### config.mk
export PLATFORM = sky130hd
export DESIGN_NAME = alu_mul_seq_flat
export DESIGN_NICKNAME = d
export VERILOG_FILES = /design/src/rtl/alu_mul_seq_pkg.sv /design/src/rtl/alu_mul_seq_if.sv /design/src/rtl/alu_mul_seq.sv /design/src/flat_wrapper.sv
export SDC_FILE = /design/constraint.sdc
export NUM_CORES = 1
export LEC_CHECK = 0
export BUFFER_PORTS_ARGS = -buffer_cell sky130_fd_sc_hd__buf_2
export CAP_MARGIN = 20
export CORE_ASPECT_RATIO = 0.8
export CORE_MARGIN = 5
export CORE_UTILIZATION = 50
export DETAILED_ROUTE_END_ITERATION = 16
export PLACE_DENSITY = 0.81
export SETUP_SLACK_MARGIN = 0.4
export SLEW_MARGIN = 20
export SYNTH_ARGS = -nofsm -noshare
export SYNTH_HDL_FRONTEND = slang
export SYNTH_SLANG_ARGS = --single-unit
### constraint.sdc
create_clock -name clk -period 4.1 [get_ports clk]
set_clock_uncertainty 0.1 [all_clocks]
set_input_delay 0.615 -clock clk [delete_from_list [all_inputs] [get_ports clk]]
set_output_delay 0.615 -clock clk [all_outputs]
set_load 0.05 [all_outputs]
### src/rtl/alu_mul_seq_pkg.sv
// Shared encodings for the shift-and-add multiply sequencer.
// Holds the ALU op codes (only ADD is used by the sequencer) and the
// sequencer state encoding.
package alu_mul_seq_pkg;

  localparam int unsigned ALU_OP_W = 3;

  typedef enum logic [ALU_OP_W-1:0] {
    ALU_ADD = 3'b000,
    ALU_SUB = 3'b001,
    ALU_AND = 3'b010,
    ALU_OR  = 3'b011,
    ALU_XOR = 3'b100,
    ALU_SLT = 3'b101,
    ALU_SRL = 3'b110,
    ALU_SRA = 3'b111
  } alu_op_e;

  typedef enum logic [1:0] {
    S_IDLE = 2'b00,
    S_RUN  = 2'b01,
    S_DONE = 2'b10
  } seq_state_e;

endpackage

### src/rtl/alu_mul_seq_if.sv
// Request/response handshake plus the shared-ALU borrowing signals of the
// multiply sequencer.
//   slave  : the sequencer (accepts requests, drives ALU operands)
//   master : the execute-stage side (issues requests, owns the ALU mux)
interface alu_mul_seq_if #(
  parameter int unsigned WIDTH = 32
);
  import alu_mul_seq_pkg::*;

  logic                req_valid;
  logic                req_ready;
  logic [WIDTH-1:0]    op_a;
  logic [WIDTH-1:0]    op_b;
  logic                cancel;
  logic                resp_valid;
  logic                resp_ready;
  logic [WIDTH-1:0]    resp_data;
  logic                alu_own;
  logic [WIDTH-1:0]    alu_a;
  logic [WIDTH-1:0]    alu_b;
  logic [ALU_OP_W-1:0] alu_ctrl;
  logic [WIDTH-1:0]    alu_out;

  modport slave (
    input  req_valid, op_a, op_b, cancel, resp_ready, alu_out,
    output req_ready, resp_valid, resp_data, alu_own, alu_a, alu_b, alu_ctrl
  );

  modport master (
    output req_valid, op_a, op_b, cancel, resp_ready, alu_out,
    input  req_ready, resp_valid, resp_data, alu_own, alu_a, alu_b, alu_ctrl
  );

endinterface

### src/rtl/alu_mul_seq.sv
// Multi-cycle multiplier: low WIDTH bits of op_a*op_b computed by borrowing
// the shared combinational ALU for one ADD per multiplier bit.
// Ports:
//   clk   : rising-edge clock
//   reset : asynchronous, active-high
//   bus   : alu_mul_seq_if.slave (request/response handshake, ALU borrow)
module alu_mul_seq
  import alu_mul_seq_pkg::*;
#(
  parameter int unsigned WIDTH = 32
) (
  input  logic          clk,
  input  logic          reset,
  alu_mul_seq_if.slave  bus
);

  localparam int unsigned CNT_W = $clog2(WIDTH);

  seq_state_e       state, state_d;
  logic [WIDTH-1:0] acc, acc_d;
  logic [WIDTH-1:0] mcand, mcand_d;
  logic [WIDTH-1:0] mplier, mplier_d;
  logic [CNT_W-1:0] cnt, cnt_d;
  logic             run;

  assign run = (state == S_RUN);

  // State and datapath registers
  always_ff @(posedge clk or posedge reset) begin
    if (reset) begin
      state  <= S_IDLE;
      acc    <= '0;
      mcand  <= '0;
      mplier <= '0;
      cnt    <= '0;
    end else begin
      state  <= state_d;
      acc    <= acc_d;
      mcand  <= mcand_d;
      mplier <= mplier_d;
      cnt    <= cnt_d;
    end
  end

  // Next-state and datapath update
  always_comb begin
    state_d  = state;
    acc_d    = acc;
    mcand_d  = mcand;
    mplier_d = mplier;
    cnt_d    = cnt;
    case (state)
      S_IDLE: begin
        if (bus.req_valid) begin
          acc_d    = '0;
          mcand_d  = bus.op_a;
          mplier_d = bus.op_b;
          cnt_d    = '0;
          state_d  = (bus.op_b == '0) ? S_DONE : S_RUN;
        end
      end
      S_RUN: begin
        if (bus.cancel) begin
          acc_d   = '0;
          state_d = S_IDLE;
        end else begin
          // alu_out = acc + mcand this cycle; keep it only for a set multiplier bit
          if (mplier[0]) acc_d = bus.alu_out;
          mcand_d  = mcand << 1;
          mplier_d = mplier >> 1;
          cnt_d    = cnt + CNT_W'(1);
          // Stop once no set multiplier bits remain
          if (((mplier >> 1) == '0) || (cnt == CNT_W'(WIDTH - 1))) state_d = S_DONE;
        end
      end
      S_DONE: begin
        if (bus.cancel) begin
          acc_d   = '0;
          state_d = S_IDLE;
        end else if (bus.resp_ready) begin
          state_d = S_IDLE;
        end
      end
      default: state_d = S_IDLE;
    endcase
  end

  // Handshake and ALU-borrow outputs decode directly from registered state
  assign bus.req_ready  = (state == S_IDLE);
  assign bus.resp_valid = (state == S_DONE);
  assign bus.resp_data  = acc;
  assign bus.alu_own    = run;
  assign bus.alu_a      = run ? acc : '0;
  assign bus.alu_b      = run ? mcand : '0;
  assign bus.alu_ctrl   = ALU_ADD;

endmodule

### src/flat_wrapper.sv
// flat-port wrapper written by rule: the top's interface ports become plain ports
module alu_mul_seq_flat import alu_mul_seq_pkg::*;
#(
  parameter int unsigned WIDTH = 32
)
  (clk, reset, bus_req_valid, bus_op_a, bus_op_b, bus_cancel, bus_resp_ready, bus_alu_out, bus_req_ready, bus_resp_valid, bus_resp_data, bus_alu_own, bus_alu_a, bus_alu_b, bus_alu_ctrl);
  alu_mul_seq_if #(.WIDTH(WIDTH)) bus_i ();
  input  logic clk;
  input  logic reset;
  input wire logic [$bits(bus_i.req_valid)-1:0] bus_req_valid;
  input wire logic [$bits(bus_i.op_a)-1:0] bus_op_a;
  input wire logic [$bits(bus_i.op_b)-1:0] bus_op_b;
  input wire logic [$bits(bus_i.cancel)-1:0] bus_cancel;
  input wire logic [$bits(bus_i.resp_ready)-1:0] bus_resp_ready;
  input wire logic [$bits(bus_i.alu_out)-1:0] bus_alu_out;
  output wire logic [$bits(bus_i.req_ready)-1:0] bus_req_ready;
  output wire logic [$bits(bus_i.resp_valid)-1:0] bus_resp_valid;
  output wire logic [$bits(bus_i.resp_data)-1:0] bus_resp_data;
  output wire logic [$bits(bus_i.alu_own)-1:0] bus_alu_own;
  output wire logic [$bits(bus_i.alu_a)-1:0] bus_alu_a;
  output wire logic [$bits(bus_i.alu_b)-1:0] bus_alu_b;
  output wire logic [$bits(bus_i.alu_ctrl)-1:0] bus_alu_ctrl;
  assign bus_i.req_valid = bus_req_valid;
  assign bus_i.op_a = bus_op_a;
  assign bus_i.op_b = bus_op_b;
  assign bus_i.cancel = bus_cancel;
  assign bus_i.resp_ready = bus_resp_ready;
  assign bus_i.alu_out = bus_alu_out;
  assign bus_req_ready = bus_i.req_ready;
  assign bus_resp_valid = bus_i.resp_valid;
  assign bus_resp_data = bus_i.resp_data;
  assign bus_alu_own = bus_i.alu_own;
  assign bus_alu_a = bus_i.alu_a;
  assign bus_alu_b = bus_i.alu_b;
  assign bus_alu_ctrl = bus_i.alu_ctrl;
  alu_mul_seq #(.WIDTH(WIDTH)) u_core (.clk(clk), .reset(reset), .bus(bus_i));
endmodule
# ---- Word-level counts from Yosys, hierarchy flattened
# Cells that the tools add are included.
dict set report classes {
  n_eq_ne 9
  n_addsub 1
  n_reduce_logical 9
  n_mux 23
}
# cell count
set ops {}
lappend ops {{$mux 32} 10}
lappend ops {{$pmux 32 s2} 2}
lappend ops {{$pmux 32 s3} 1}
lappend ops {{$logic_not 32->1} 2}
lappend ops {{$mux 2} 6}
lappend ops {{$mux 5} 2}
lappend ops {{$pmux 5 s2} 1}
lappend ops {{$ne 2x2->1 const B} 3}
lappend ops {{$ne 3x3->1 const B} 2}
lappend ops {{$pmux 2 s3} 1}
lappend ops {{$reduce_and 3->1} 2}
lappend ops {{$add 5x1->5 const B} 1}
lappend ops {{$eq 5x5->1 const B} 1}
lappend ops {{$reduce_and 4->1} 1}
lappend ops {{$ne 3x2->1 const B} 1}
lappend ops {{$reduce_bool 3->1} 1}
lappend ops {{$eq 2x1->1 const B} 1}
lappend ops {{$eq 2x2->1 const B} 1}
lappend ops {{$logic_not 2->1} 1}
lappend ops {{$reduce_bool 2->1} 1}
lappend ops {{$logic_or 1x1->1} 1}
dict set report totals {
  reg_bits 103
  input_bits 101
  wordCells 47
  output_inout_bits 102
}

# ---- Depth between registers and ports, before layout
dict set report depth {
  word_depth 5
  ltp_mapped 8
  ltp_nobuf 5
}

# ---- Worst setup path before layout
# OpenSTA, ideal clock, no wires.
dict set report synth_timing {
  path_kind {reg2out}
  startpoint {reg u_core.state[1]}
  endpoint {out bus_alu_b[31]}
  arrival_ns 1.790
  setup_slack_ns 1.595
  stages_incl_launch_ff 8
  path_cell_list {dfrtp_1 > buf_6 > nand2b_4 > inv_1 > buf_2 > buf_4 > buf_2 > and2_1}
}
dict set report synth_via {
  elab_chain_len 2
}
# item line
set synth_lines {}
lappend synth_lines {{start: declaration} alu_mul_seq.sv:19} ;# seq_state_e state, state_d;
lappend synth_lines {{start signal: assignment} alu_mul_seq.sv:37} ;# state <= state_d;
lappend synth_lines {{$eq 2x1->1} alu_mul_seq.sv:26} ;# assign run = (state == S_RUN);
lappend synth_lines {{net bus_alu_own} flat_wrapper.sv:19} ;# output wire logic [$bits(bus_i.alu_own)-1:0] bus_alu_own;
lappend synth_lines {{$mux 32} alu_mul_seq.sv:94} ;# assign bus.alu_b = run ? mcand : '0;
lappend synth_lines {{end: declaration} flat_wrapper.sv:21} ;# output wire logic [$bits(bus_i.alu_b)-1:0] bus_alu_b;
# The timed path passes the listed nets, and every way through them passes these cells.

# ---- Worst setup path after layout
dict set report layout_timing {
  startpoint {reg u_core.state[1]}
  endpoint {out bus_alu_b[3]}
}
dict set report layout_via {
  elab_chain_len 2
}
# item line
set layout_lines {}
lappend layout_lines {{$eq 2x1->1} alu_mul_seq.sv:26}
lappend layout_lines {{$mux 32} alu_mul_seq.sv:94}
# No other way between the ends.

==> metrics.md <==
| Metric | Value |
|---|---|
| Worst slew margin | 36.1% |
| Antenna violations before repair | 1 |
| Mapped Cells | 616 |
| Total gr overflow | 0 |
| Int Pwr | 2.05 mW |
| Hold Path Class | input pin to asynchronous set/reset pin |
| IO Port Bufs | 199 |
| Dpl hpwl | 10.4 mm |
| Static Leak | ~3.3 nW |
| DR pass1 iterations | 5 |
| Filler cells | 840 |
| Worst Setup SP | u_core.state[1] |
| PD cells | ~530 nW/um^2 |
| Post-CTS Hold Fix Bufs | 0 |
| Core Footprint | 10300 um^2 |
| Clk buf depth | 2 |
| Vias per cell | 5.24 |
| Core Rows | 33 |
| CP startpoint kind | flip-flop |
| Critical path type | flip-flop to output pin |
| Clock network power share | a little under a quarter |
| Critical Path RT | 3.38 ns |
| Post-Syn Area | 5320 um^2 |
| Detailed Route WL | roughly 14 mm |
| Nets | 894 |
| WL/cell | 15.0 um |
| Vias in the first global route | 4699 |
| Sequential share of the synthesized area | 48.4% |
| Status | finished, final reports clean |
| Logic gate share of total power | between 30 and 40% |
| Worst IR Drop VDD | 0.000305 V |
| CTS tree | done |
| Final setup vio count | 0 |
| Sw Share | 41.3% |
| Antenna diodes | 0 |
| DR iter-0 viols | 257 |
| Psw | ~1.4 mW |
| Synth unique cells | 36 |
| Drt drc | 0 |
| Layout cells sized above 1 | roughly 31% |
| Die footprint | 12800 um^2 |
| Final Critical Period | 2.97 ns |
| Place WS | 1.50 ns |
| Slack of the critical path | 1.13 ns |
| Critical R2R Launch | u_core.state[0] |
| # H-tree levels | 3 |
| Num CTS Buffers | 9 |
| Largest net degree at the start of global routing | 67 |
| Area grow syn2layout | 23.9% |
| Final Max Slew Viols | 0 |
| Tightest Pin Transition | approximately 0.96 ns |
| Unrepaired setup endpoints after global routing | no |
| Via count | 4905 |
| Clock Pin Slew Worst Setup and Hold Paths | roughly 0.070 ns |
| First-pass GRT wire length | 22.8 mm |
| Post-route ant nets | 0 |
| Gpl congestion | 0.911 |
| Worst setup EP type | output pin |
| Fin. Hold Viols | 0 |
| I/O pins | slightly above 200 |
| Maximum Capacitance Violations | 0 |
| Placed cells | 920 |
| Post-route setup TNS | 0 ns |
| Clk_lat worst skew | roughly 0.33 ns |
| Setup Buffers After CTS | 0 |
| Layout Utilization | 63.9% |
| Final Cycle Share | 72.5% |
| Root buf cell | clkbuf_16 |
| GR Util All Layers | 21.6% |
| Non-filler cells in the finished layout | ~940 |
| Initial core utilization | 51.6% |
| Syn Area/Cell | 8.64 um^2 |
| Critical path data arrival time | 2.26 ns |
| CTS sink count | 103 |
| Die width | 125 um |
| Die Span Y | between 100 and 150 um |
| Cts repair resizes | 0 |
| Sequential share of power | 40.4% |
| CP Max Fanout | 38 |
| Yosys warnings | 0 |
| Peak Freq | ~0.34 GHz |
| Synth Register Bits | 103 |
[layer usage]
| layer | part of all wire, % | track usage [%] |
|---|---|---|
| met1 | 44 | 28.8 |
| met2 | 47 | 35.7 |
| met3 | 7.6 | 5.07 |
| met4 | 1.8 | 6.92 |
| met5 | 0.093 | 0 |
[synth_stat cells]
master,n,area (um^2)
clkbuf_1,12,45.0
conb_1,1,3.75
nor2_1,96,360
nand2_4,1,11.3
nor3b_1,2,15.0
a31oi_1,41,257
nand4_1,4,25.0
buf_8,3,45.0
and3_1,1,6.26
nor3_1,3,15.0
o21ai_0,7,35.0
nand2_1,155,582
a21oi_1,5,25.0
ha_1,2,25.0
or3b_1,2,17.5
o2bb2ai_1,1,8.76
dfrtp_1,103,2580
o21bai_1,1,7.51
buf_1,8,30.0
and2_1,32,200
mux2i_1,32,320
o22a_1,1,8.76
nor4_1,15,93.8
a22o_1,3,26.3
nand3_1,2,10.0
o21ai_1,1,5.00
inv_1,35,131
nand2b_4,1,13.8
a31oi_2,18,225
buf_4,8,60.1
buf_2,12,60.1
a221o_1,1,10.0
or3_1,1,6.26
nand3b_1,1,7.51
buf_6,4,45.0
nor2b_1,1,6.26
[final timing paths]
check	end	slack, ns	cells past startpoint
worst min register to register	u_core.mcand[1]	0.39	2
worst min-delay path	u_core.mcand[8]	0.19	2
min in group clk	u_core.mcand[1]	0.39	2
worst max register to register	u_core.cnt[2]	1.71	5
max in group asynchronous	u_core.cnt[4]	2.83	3
worst max-delay path	bus_alu_b[3]	1.13	4
[cell type report]
class | count | area (um^2) | area share, %
inverter | 35 | 134 | 2.03
tap | 140 | 175 | 2.66
timing repair buffer | 209 | 1070 | 16.2
clock buffer | 11 | 243 | 3.68
multi-input combinational | 433 | 2350 | 35.7
clock inverter | 5 | 41.3 | 0.626
sequential | 103 | 2580 | 39.1
[cells in the final DEF, fill, tap and decap left out, types with 5 or more instances in the layout]
cell type / netlist / final
buf_2: 12 / 199
nand2_1: 155 / 155
dfrtp_1: 103 / 103
nor2_1: 96 / 96
a31oi_1: 41 / 41
inv_1: 35 / 34
and2_1: 32 / 32
mux2i_1: 32 / 32
a31oi_2: 18 / 18
nor4_1: 15 / 15
buf_4: 8 / 10
clkbuf_16: 0 / 9
o21ai_0: 7 / 7
a21oi_1: 5 / 5
[worst max-delay path, stage by stage (launching register included)]
cell	delay, ns
dfrtp_1	0.48
nand2b_4	0.19
inv_1	0.69
and2_1	0.28
buf_2	0.28
[power groups by stage]
stage          logic [mW]  clock network, mW  registers [mW]
6_report             1.26              0.816            1.41
5_1_grt              1.37              0.874            1.43
4_1_cts              1.27              0.835            1.40
3_5_place_dp         1.27                  0            1.41
3_3_place_gp         1.24                  0            1.41
2_1_floorplan       0.898                  0            1.49
[per-stage QoR]
| stage | hold WS, ns | area [um^2] | power (mW) |
|---|---|---|---|
| 2_1_floorplan | 0.342 | 5330 | 2.39 |
| 3_3_place_gp | 0.366 | 6310 | 2.65 |
| 3_5_place_dp | 0.376 | 6310 | 2.69 |
| 4_1_cts | 0.197 | 6590 | 3.51 |
| 5_1_grt | 0.220 | 6590 | 3.68 |
| 6_report | 0.192 | 6590 | 3.48 |
[cell families after synthesis]
family	Yosys count	share of synthesized area, %
buffers and inverters	82	7.83
muxes	32	6.02
and+or+nand+nor	317	25.7
other	1	0.0705
AOI/OAI and AO/OA	79	11.4
DFF	103	48.4
adders and majority gates	2	0.470
[state kept, by name, indices dropped and copies added (netlist names)]
name / cells
u_core.mcand: 32
u_core.bus.resp_data: 32
u_core.mplier: 32
u_core.cnt: 5
u_core.state: 2
(Power assumes the default switching activity.)
